==> src/rtl/sync_ptr_gen.sv <==
// Destination-side Gray pointer synchroniser with binary decode, advance pulse and advance amount.
// Define SYNC_PTR_CHK_EN to build the sticky illegal-Gray-transition checker (chk_err); otherwise chk_err is 0.
module sync_ptr_gen #(
    parameter int ASIZE  = 4,
    parameter int STAGES = 2
) (
    input  logic             sync_clk,
    input  logic             sync_rst,
    input  logic [ASIZE:0]   ptr,
    input  logic             err_clr,
    output logic [ASIZE:0]   sync_ptr,
    output logic [ASIZE:0]   sync_bin,
    output logic             ptr_adv,
    output logic [ASIZE:0]   adv_cnt,
    output logic             chk_err
);

    localparam int W = ASIZE + 1;

    generate
        if ((STAGES < 2) || (STAGES > 4)) begin : g_bad_stages
            $error("sync_ptr_gen: STAGES must be in the range 2..4");
        end
    endgenerate

    function automatic logic [W-1:0] gray2bin(input logic [W-1:0] g);
        logic [W-1:0] b;
        b[W-1] = g[W-1];
        for (int i = W - 2; i >= 0; i--) begin
            b[i] = b[i+1] ^ g[i];
        end
        return b;
    endfunction

    function automatic logic [W-1:0] bin2gray(input logic [W-1:0] b);
        return b ^ (b >> 1);
    endfunction

    // True when more than one bit of v is set.
    function automatic logic multi_hot(input logic [W-1:0] v);
        return (v & (v - {{(W-1){1'b0}}, 1'b1})) != {W{1'b0}};
    endfunction

    logic [W-1:0] stage_r [STAGES];
    logic [W-1:0] g2b_s;
    logic [W-1:0] sync_bin_r;
    logic [W-1:0] adv_cnt_r;
    logic         ptr_adv_r;

    // Plain flop chain: nothing may sit between stages or metastability settling time is lost.
    always_ff @(posedge sync_clk) begin
        if (!sync_rst) begin
            for (int i = 0; i < STAGES; i++) begin
                stage_r[i] <= {W{1'b0}};
            end
        end else begin
            stage_r[0] <= ptr;
            for (int i = 1; i < STAGES; i++) begin
                stage_r[i] <= stage_r[i-1];
            end
        end
    end

    assign sync_ptr = stage_r[STAGES-1];

    // Gray-to-binary of the settled pointer.
    always_comb begin
        g2b_s = gray2bin(sync_ptr);
    end

    // Decode register; the modular difference makes a wrap from all-ones to zero an advance of one.
    always_ff @(posedge sync_clk) begin
        if (!sync_rst) begin
            sync_bin_r <= {W{1'b0}};
            adv_cnt_r  <= {W{1'b0}};
            ptr_adv_r  <= 1'b0;
        end else begin
            sync_bin_r <= g2b_s;
            adv_cnt_r  <= g2b_s - sync_bin_r;
            ptr_adv_r  <= (g2b_s != sync_bin_r);
        end
    end

    assign sync_bin = sync_bin_r;
    assign adv_cnt  = adv_cnt_r;
    assign ptr_adv  = ptr_adv_r;

`ifdef SYNC_PTR_CHK_EN
    logic [W-1:0] diff_s;
    logic         illegal_s;
    logic         chk_err_r;

    // bin2gray(sync_bin) is the previous synchronised pointer, so diff_s holds the bits that just flipped.
    always_comb begin
        diff_s    = sync_ptr ^ bin2gray(sync_bin_r);
        illegal_s = multi_hot(diff_s);
    end

    // Sticky error flag; a new error on the clearing edge keeps it set.
    always_ff @(posedge sync_clk) begin
        if (!sync_rst) begin
            chk_err_r <= 1'b0;
        end else if (illegal_s) begin
            chk_err_r <= 1'b1;
        end else if (err_clr) begin
            chk_err_r <= 1'b0;
        end else begin
            chk_err_r <= chk_err_r;
        end
    end

    assign chk_err = chk_err_r;
`else
    logic unused_err_clr_s;

    assign unused_err_clr_s = err_clr;
    assign chk_err          = 1'b0;
`endif

endmodule
==> config.mk <==
export PLATFORM = sky130hd
export DESIGN_NAME = sync_ptr_gen
export DESIGN_NICKNAME = d
export VERILOG_FILES = /design/src/rtl/sync_ptr_gen.sv
export SDC_FILE = /design/constraint.sdc
export NUM_CORES = 1
export LEC_CHECK = 0
export BUFFER_PORTS_ARGS = -buffer_cell sky130_fd_sc_hd__clkbuf_2
export CAP_MARGIN = 20
export CORE_MARGIN = 1.5
export CORE_UTILIZATION = 48
export DETAILED_ROUTE_END_ITERATION = 7
export PLACE_DENSITY = 0.87
export SYNTH_ARGS = -nofsm -noshare
export SYNTH_HDL_FRONTEND = slang
export SYNTH_SLANG_ARGS = --single-unit
export TNS_END_PERCENT = 10
==> constraint.sdc <==
create_clock -name sync_clk -period 3.6 [get_ports sync_clk]
set_clock_uncertainty 0.2 [all_clocks]
set_input_delay 0.72 -clock sync_clk [delete_from_list [all_inputs] [get_ports sync_clk]]
set_output_delay 0.72 -clock sync_clk [all_outputs]
set_load 0.005 [all_outputs]
==> results of run 1 <==
[Yosys cell counts]
| cell type | number |
|---|---|
| nor2_2 | 1 |
| nor3_1 | 2 |
| conb_1 | 1 |
| nand4_1 | 1 |
| xor2_2 | 1 |
| xnor2_4 | 1 |
| xor3_2 | 1 |
| and2_2 | 2 |
| nor2_1 | 5 |
| clkbuf_1 | 1 |
| and2_1 | 11 |
| nand3_1 | 1 |
| inv_1 | 6 |
| buf_4 | 6 |
| ha_1 | 4 |
| dfxtp_1 | 21 |
| o21a_1 | 1 |
| nor2b_1 | 3 |
| a21oi_1 | 1 |
| fa_1 | 1 |
| o21ai_0 | 2 |
| xor2_1 | 2 |
| nor3b_1 | 2 |
[per-stage QoR]
stage	instances	instance area, um2
2_1_floorplan	77	838
3_3_place_gp	108	920
3_5_place_dp	108	920
4_1_cts	112	947
5_1_grt	112	947
6_report	112	947
[critical path, delay by kind of cell, from the launching register on]
family,cells,cell delay [ps]
simple gates,3,440
compound gates,1,130
xor+xnor,3,870
flops,1,380
fa+ha+maj,2,620
[area by class of cell]
cell class                      instances  area, um2  share of cell area [%]
Sequential cell                        21        420                    44.4
Clock inverter                          1       5.00                   0.528
Tap cell                               16       20.0                    2.11
Timing Repair Buffer                   22        110                    11.6
Inverter                                6       22.5                    2.38
Clock buffer                            3       22.5                    2.38
Multi-Input combinational cell         43        347                    36.6
[kinds of logic after synthesis]
group	Yosys count
flip-flops	21
buffers and inverters	13
AND/OR/NAND/NOR	28
AO/OA/AOI/OAI	4
XOR/XNOR	5
other	1
adder cells (fa/ha/maj)	5
[worst min path at each step]
stage                                   from                       end  slack, ps
finish              stage_r[0][1]$_SDFF_PN0_  stage_r[0][6]$_SDFF_PN0_        250
global route        stage_r[0][2]$_SDFF_PN0_  stage_r[0][7]$_SDFF_PN0_        260
CTS                 stage_r[0][1]$_SDFF_PN0_  stage_r[0][6]$_SDFF_PN0_        250
detailed placement  stage_r[0][1]$_SDFF_PN0_  stage_r[0][6]$_SDFF_PN0_        220
global placement    stage_r[0][1]$_SDFF_PN0_  stage_r[0][6]$_SDFF_PN0_        210
floorplan           stage_r[0][4]$_SDFF_PN0_  stage_r[0][9]$_SDFF_PN0_        210
[sequential cells by signal, summed over array words and instances (netlist names)]
| register | flops |
|---|---|
| stage_r | 10 |
| adv_cnt | 5 |
| sync_bin | 5 |
| ptr_adv | 1 |
[power by group through the flow]
stage	registers, uW	logic [uW]	clock network (uW)
finish	262	95.7	110
global route	265	109	121
CTS	262	96.0	114
detailed placement	268	95.9	0
global placement	267	90.4	0
floorplan	269	64.9	0
[routing by layer]
layer,global-route usage (%),vias up,part of all wire (%)
met5,0,-,0
met4,10.6,0,0.90
met3,2.40,2,5.1
met2,23.5,17,50
met1,12.5,226,44
li1,-,270,-
==> flow_summary.yaml, run 1 <==
run_status:
  outcome: "complete, no violations"
sta:
  whs_ps: 245
  timing.final.ws_setup_ps: 885
  setup-violations-final: 0
  report.final.hold_viol_count: 0
  post_route_minimum_period_ps: 2720
  unrepaired_setup_endpoints_after_global_routing: "false"
  post-route-period-util_pct: 75.4
  timing_max_transition_violations_final: 0
  clock.fmax_ghz: 0.368
  final.setup.tns_ps: 0
grt:
  gr-total-overflow: 0
  grt_antenna_before_repair: 0
  globalRouteTotalUtil_pct: 12.9
  grt_max_degree: 15
  grt_pass1_vias: 473
  first_pass_grt_wire_length_mm: 1.82
cts:
  insertion_delay_ps: 300
  cts_tree: "built"
  clock_tree.htree_level_count: 1
  clk_pin_slew_ps: 110
  cts_resized: 0
  max-clock-path-buffers: 2
  holdBufCountCts: 0
  clock-root-buffer: "clkbuf_4"
  post_cts_buffers: 0
  number_of_buffers_created_by_cts: 3
  cts.sinks: 21
placed_design:
  gp_congestion: 0.757
  detailedPlacementHpwl_um: 864
  place.port_buffers: 22
  place_ws_ps: 922
setup_path:
  path_cells: "xor3_2 -> xnor2_4 -> xor2_2 -> ha_1 -> fa_1 -> nor2b_1 -> o21ai_0 -> nand3_1 -> nor3b_1"
  reg2regPathDepth: 9
  rrSetupSlack_ps: 880
  setup.worst_path.class: "reg -> reg"
  worstPathMaxFanout: 4
  critical-path-slowest-cell: "xor3_2"
  worst_r2r_endpoint: "adv_cnt[4]$_SDFF_PN0_"
  worst_setup_path_end_kind: "register"
  cpPeakStageDelay_ps: 520
  critPathRequiredTime_ps: 3620
  crit_path_end: "adv_cnt[4]$_SDFF_PN0_"
  crit_path_start_kind: "register"
  reg2reg_from: "stage_r[0][8]$_SDFF_PN0_"
  cp_data_arrival_time_ps: 2740
  critical_path.startpoint: "stage_r[0][8]$_SDFF_PN0_"
route:
  drc: 0
  detail-route-antenna-nets: 0
  initialDrtViolationCount: 6
  wl_per_cell_um: 9.93
  routed_via_density: 4.60
  routed-via-count: 515
  postRouteWirelength_mm: 1.11
  dr.pass1.iters: 4
finish:
  filler_cell_count: 145
  nets: 110
  highest_count_cells_in_the_layout_ignoring_fill_and_taps: "clkbuf_2, dfxtp_1, and2_1"
  finish.utilization_pct: 60.1
  insertedDiodeCount: 0
  drive_gt1_share_pct: 33.3
  layout_commonest_cell: "clkbuf_2"
  layout_overhead_on_the_synthesized_area_pct: 13.0
yosys:
  yosys.area_share.simple_pct: 19.6
  syn-mean-instance-area_um2: 10.9
  synth-xor-area-share_pct: 10.3
  synth.yosys.seq_area_share_pct: 50.1
  synth.top_cell.area_share_pct: 50.1
  synth.largest_area_cell: "dfxtp_1"
  mappedNetlistArea_um2: 838
  synth-seq-cells: 21
  syn_inst: 77
  synth-compound-area-share_pct: 2.69
  largest_family_of_logic_cells_by_synthesized_area: "simple AND/OR/NAND/NOR gates"
  synthAdderAreaFrac_pct: 8.36
  synth.yosys.warnings: 0
  ys_types: 23
  synth_area_leaders: "dfxtp_1, and2_1, ha_1"
  mappedNetlistNets: 90
  multiplexer_share_of_the_synthesized_area_pct: 0
floorplanning:
  start_util_pct: 53.2
  pin_count: 25
  fp_rows: 14
  die_w_um: 44.8
  chipHeight_um: 44.8
  fp.coreArea_mm2: 0.00158
  die_area_mm2: 0.00201
min_path:
  worst_hold_path_type: "reg -> reg"
  count_of_cells_along_the_worst_hold_path: 1
power:
  pwr-share-comb_pct: 20.5
  swShare_pct: 26.3
  seq_power_share_pct: 56.0
  ir_worst_vdd_mv: 0.264
  cellLeakagePower_uw: 0.000460
  power_report.internal_total_uw: 344
  clock_network_fraction_of_total_power_pct: 23.5
  cellPowerDensity_mw_per_mm2: 493
  net-switching-power_uw: 123
  fin_total_pwr_uw: 467
flow_run:
  cap_violations: 0
(Power assumes the default switching activity.)
==> run 2, diff against run 1 <==
--- a/config.mk
+++ b/config.mk
@@ -5,12 +5,13 @@
 export SDC_FILE = /design/constraint.sdc
 export NUM_CORES = 1
 export LEC_CHECK = 0
+export ABC_AREA = 1
 export BUFFER_PORTS_ARGS = -buffer_cell sky130_fd_sc_hd__clkbuf_2
 export CAP_MARGIN = 20
 export CORE_MARGIN = 1.5
-export CORE_UTILIZATION = 48
+export CORE_UTILIZATION = 44
 export DETAILED_ROUTE_END_ITERATION = 7
-export PLACE_DENSITY = 0.87
+export PLACE_DENSITY = 0.84
 export SYNTH_ARGS = -nofsm -noshare
 export SYNTH_HDL_FRONTEND = slang
 export SYNTH_SLANG_ARGS = --single-unit
==> constraint.sdc (replaced) <==
create_clock -name sync_clk -period 2.35 [get_ports sync_clk]
set_clock_uncertainty 0.2 [all_clocks]
set_input_delay 0.47 -clock sync_clk [delete_from_list [all_inputs] [get_ports sync_clk]]
set_output_delay 0.47 -clock sync_clk [all_outputs]
set_load 0.005 [all_outputs]
==> run 2 against run 1 <==
  * Synthesized cell count rose by 38%
  * Maximum frequency rose by 27%
  * Clock-buffer cell count rose by 1
  * Non-clock buffer count rose by 1
  * Critical path type unchanged
  * Critical endpoint unchanged
  * Largest cell class unchanged
  * Highest routed layer unchanged
==> flow_summary.yaml, run 2 <==
grt:
  first_pass_grt_wire_length_mm: 2.24
  gr-total-overflow: 0
  grt_max_degree: 15
  grt_antenna_before_repair: 0
  grt_pass1_vias: 582
  globalRouteTotalUtil_pct: 14.8
finish:
  finish.utilization_pct: 53.5
  area_of_the_multi_input_gates_um2: 345
  drive_gt1_share_pct: 31.7
  nets: 140
  ff_latch_area_um2: 423
  layout_commonest_cell: "inv_1"
  insertedDiodeCount: 0
  largest_register_ff_count: 10
  register_bank_with_the_most_flops: "stage_r"
  layout_overhead_on_the_synthesized_area_pct: 16.2
  highest_count_cells_in_the_layout_ignoring_fill_and_taps: "inv_1, clkbuf_2, nand2_1, dfxtp_1, nor2_1"
  filler_cell_count: 198
setup_path:
  critical_path.startpoint: "stage_r[0][8]$_SDFF_PN0_"
  worst_setup_path_end_kind: "register"
  worstPathMaxFanout: 4
  critPathRequiredTime_ps: 2390
  setup.worst_path.class: "reg -> reg"
  crit_path_start_kind: "register"
  cp_data_arrival_time_ps: 2190
  reg2reg_from: "stage_r[0][8]$_SDFF_PN0_"
power:
  ir_worst_vdd_mv: 0.504
  cellPowerDensity_mw_per_mm2: 673
  cellLeakagePower_uw: 0.000591
sta:
  post-route-period-util_pct: 91.3
  timing_max_transition_violations_final: 0
  final.setup.tns_ps: 0
  post_route_minimum_period_ps: 2150
  clock.fmax_ghz: 0.466
  setup-violations-final: 0
  report.final.hold_viol_count: 0
min_path:
  worst_hold_path_type: "in -> reg"
  worst_hold_startpoint: "ptr[2]"
floorplanning:
  fp.coreArea_mm2: 0.00194
  start_util_pct: 46.1
  chipHeight_um: 48.1
  pin_count: 25
  die_w_um: 48.1
  die_area_mm2: 0.00231
  fp_rows: 16
yosys:
  synth.largest_area_cell: "dfxtp_1"
  post-synth-top-count-cell: "inv_1"
  synth_edf_count: 0
  ys_top_cells_by_count: "inv_1, dfxtp_1, nand2_1"
  synth.yosys.warnings: 0
  synth-seq-cells: 21
  synth.yosys.seq_area_share_pct: 47.0
  ys_types: 20
  yosys_most_used_dff: "dfxtp_1"
  mappedNetlistNets: 119
  mappedNetlistArea_um2: 895
  synth.top_cell.area_share_pct: 47.0
  asyncSetResetFlopFracSynth_pct: 0
  syn_inst: 106
  syn-mean-instance-area_um2: 8.44
  synth_area_leaders: "dfxtp_1, inv_1, nand2_1"
route:
  routed-via-count: 673
  drc: 0
  dr.pass1.iters: 2
  routed_via_density: 4.40
  postRouteWirelength_mm: 1.38
  wl_per_cell_um: 9.00
  detail-route-antenna-nets: 0
  initialDrtViolationCount: 3
run_status:
  outcome: "complete, no violations"
cts:
  clk_pin_slew_ps: 100
  number_of_buffers_created_by_cts: 3
  max-clock-path-buffers: 2
  insertion_delay_ps: 290
  cts.sinks: 21
  cts_tree: "built"
  clock_tree.htree_level_count: 1
  clock-root-buffer: "clkbuf_4"
  holdBufCountCts: 0
  post_cts_buffers: 0
placed_design:
  place.port_buffers: 22
  detailedPlacementHpwl_mm: 1.07
  gp_congestion: 0.813
flow_run:
  cap_violations: 0
[run 2: changes by cell type after synthesis, sizes merged, moves of 3 or more]
| cell | delta |
|---|---|
| a21oi | +5 |
| inv | +19 |
| and2 | -13 |
| nand2 | +24 |
| nand3 | +3 |
| nor2b | -3 |
[run 2: per-stage QoR]
step | area [um2] | total power [uW] | instances | hold WS, ps | worst slack [ps]
CTS | 1020 | 706 | 153 | 132 | 67.2
detailed placement | 997 | 537 | 149 | 200 | 89.0
global placement | 997 | 529 | 149 | 193 | 139
finish | 1040 | 700 | 153 | 148 | 204
floorplan | 895 | 497 | 106 | 190 | 203
global route | 1040 | 750 | 153 | 132 | -15.1
[run 2: logic make-up after synthesis]
family | share of synthesized area (%)
buffers and inverters | 15.9
and+or+nand+nor | 20.6
adders and majority gates | 7.83
xor gates and xnor gates | 1.96
AOI/OAI and AO/OA | 6.29
other | 0.419
DFF | 47.0
[run 2: path summary, 6_finish.rpt]
check | endpoint | slack, ps | depth (start not counted)
max reg2reg | adv_cnt[4]$_SDFF_PN0_ | 200 | 14
min | stage_r[0][2]$_SDFF_PN0_ | 150 | 3
max | adv_cnt[4]$_SDFF_PN0_ | 200 | 14
min reg2reg | stage_r[0][8]$_SDFF_PN0_ | 220 | 2
[run 2: per-layer routing]
layer	vias to the layer above	GRT usage [%]	share of wire [%]
met2	22	25.3	56
met5	-	0	0
met4	0	10.3	2.2
li1	346	-	-
met3	5	6.67	5.3
met1	300	14.0	37
[run 2: worst max-delay path, cell delays in order, from the launching register on]
cell and delay [ps]:
dfxtp_2 360, inv_1 60, nand2_1 70, nand3_2 110
nand2_4 100, nand2_4 50, nand2_4 90, nand2_4 50
nand2_1 50, inv_1 40, ha_1 200, fa_2 370
o21ai_2 150, o21ai_1 70, a21oi_1 110
[run 2: final cells by class]
type                       instances  area share, %
clock buffer                       4           2.53
sequential                        21           40.7
multi-input combinational         53           33.2
timing repair buffer              23           11.3
tap                               27           3.25
inverter                          25           9.03
[run 2: timing repair]
action,in CTS,in global routing
endpoints found under the hold margin,0,0
gates resized for setup,0,5
endpoints found under the setup margin,0,1
[run 2: power breakdown]
group / leakage (uW) / switching, uW / total (uW) / internal [uW]
Combinational: 0.000402 / 76.1 / 137 / 61.2
Clock: 0.0000150 / 98.9 / 165 / 66.2
Sequential: 0.000175 / 12.2 / 397 / 385
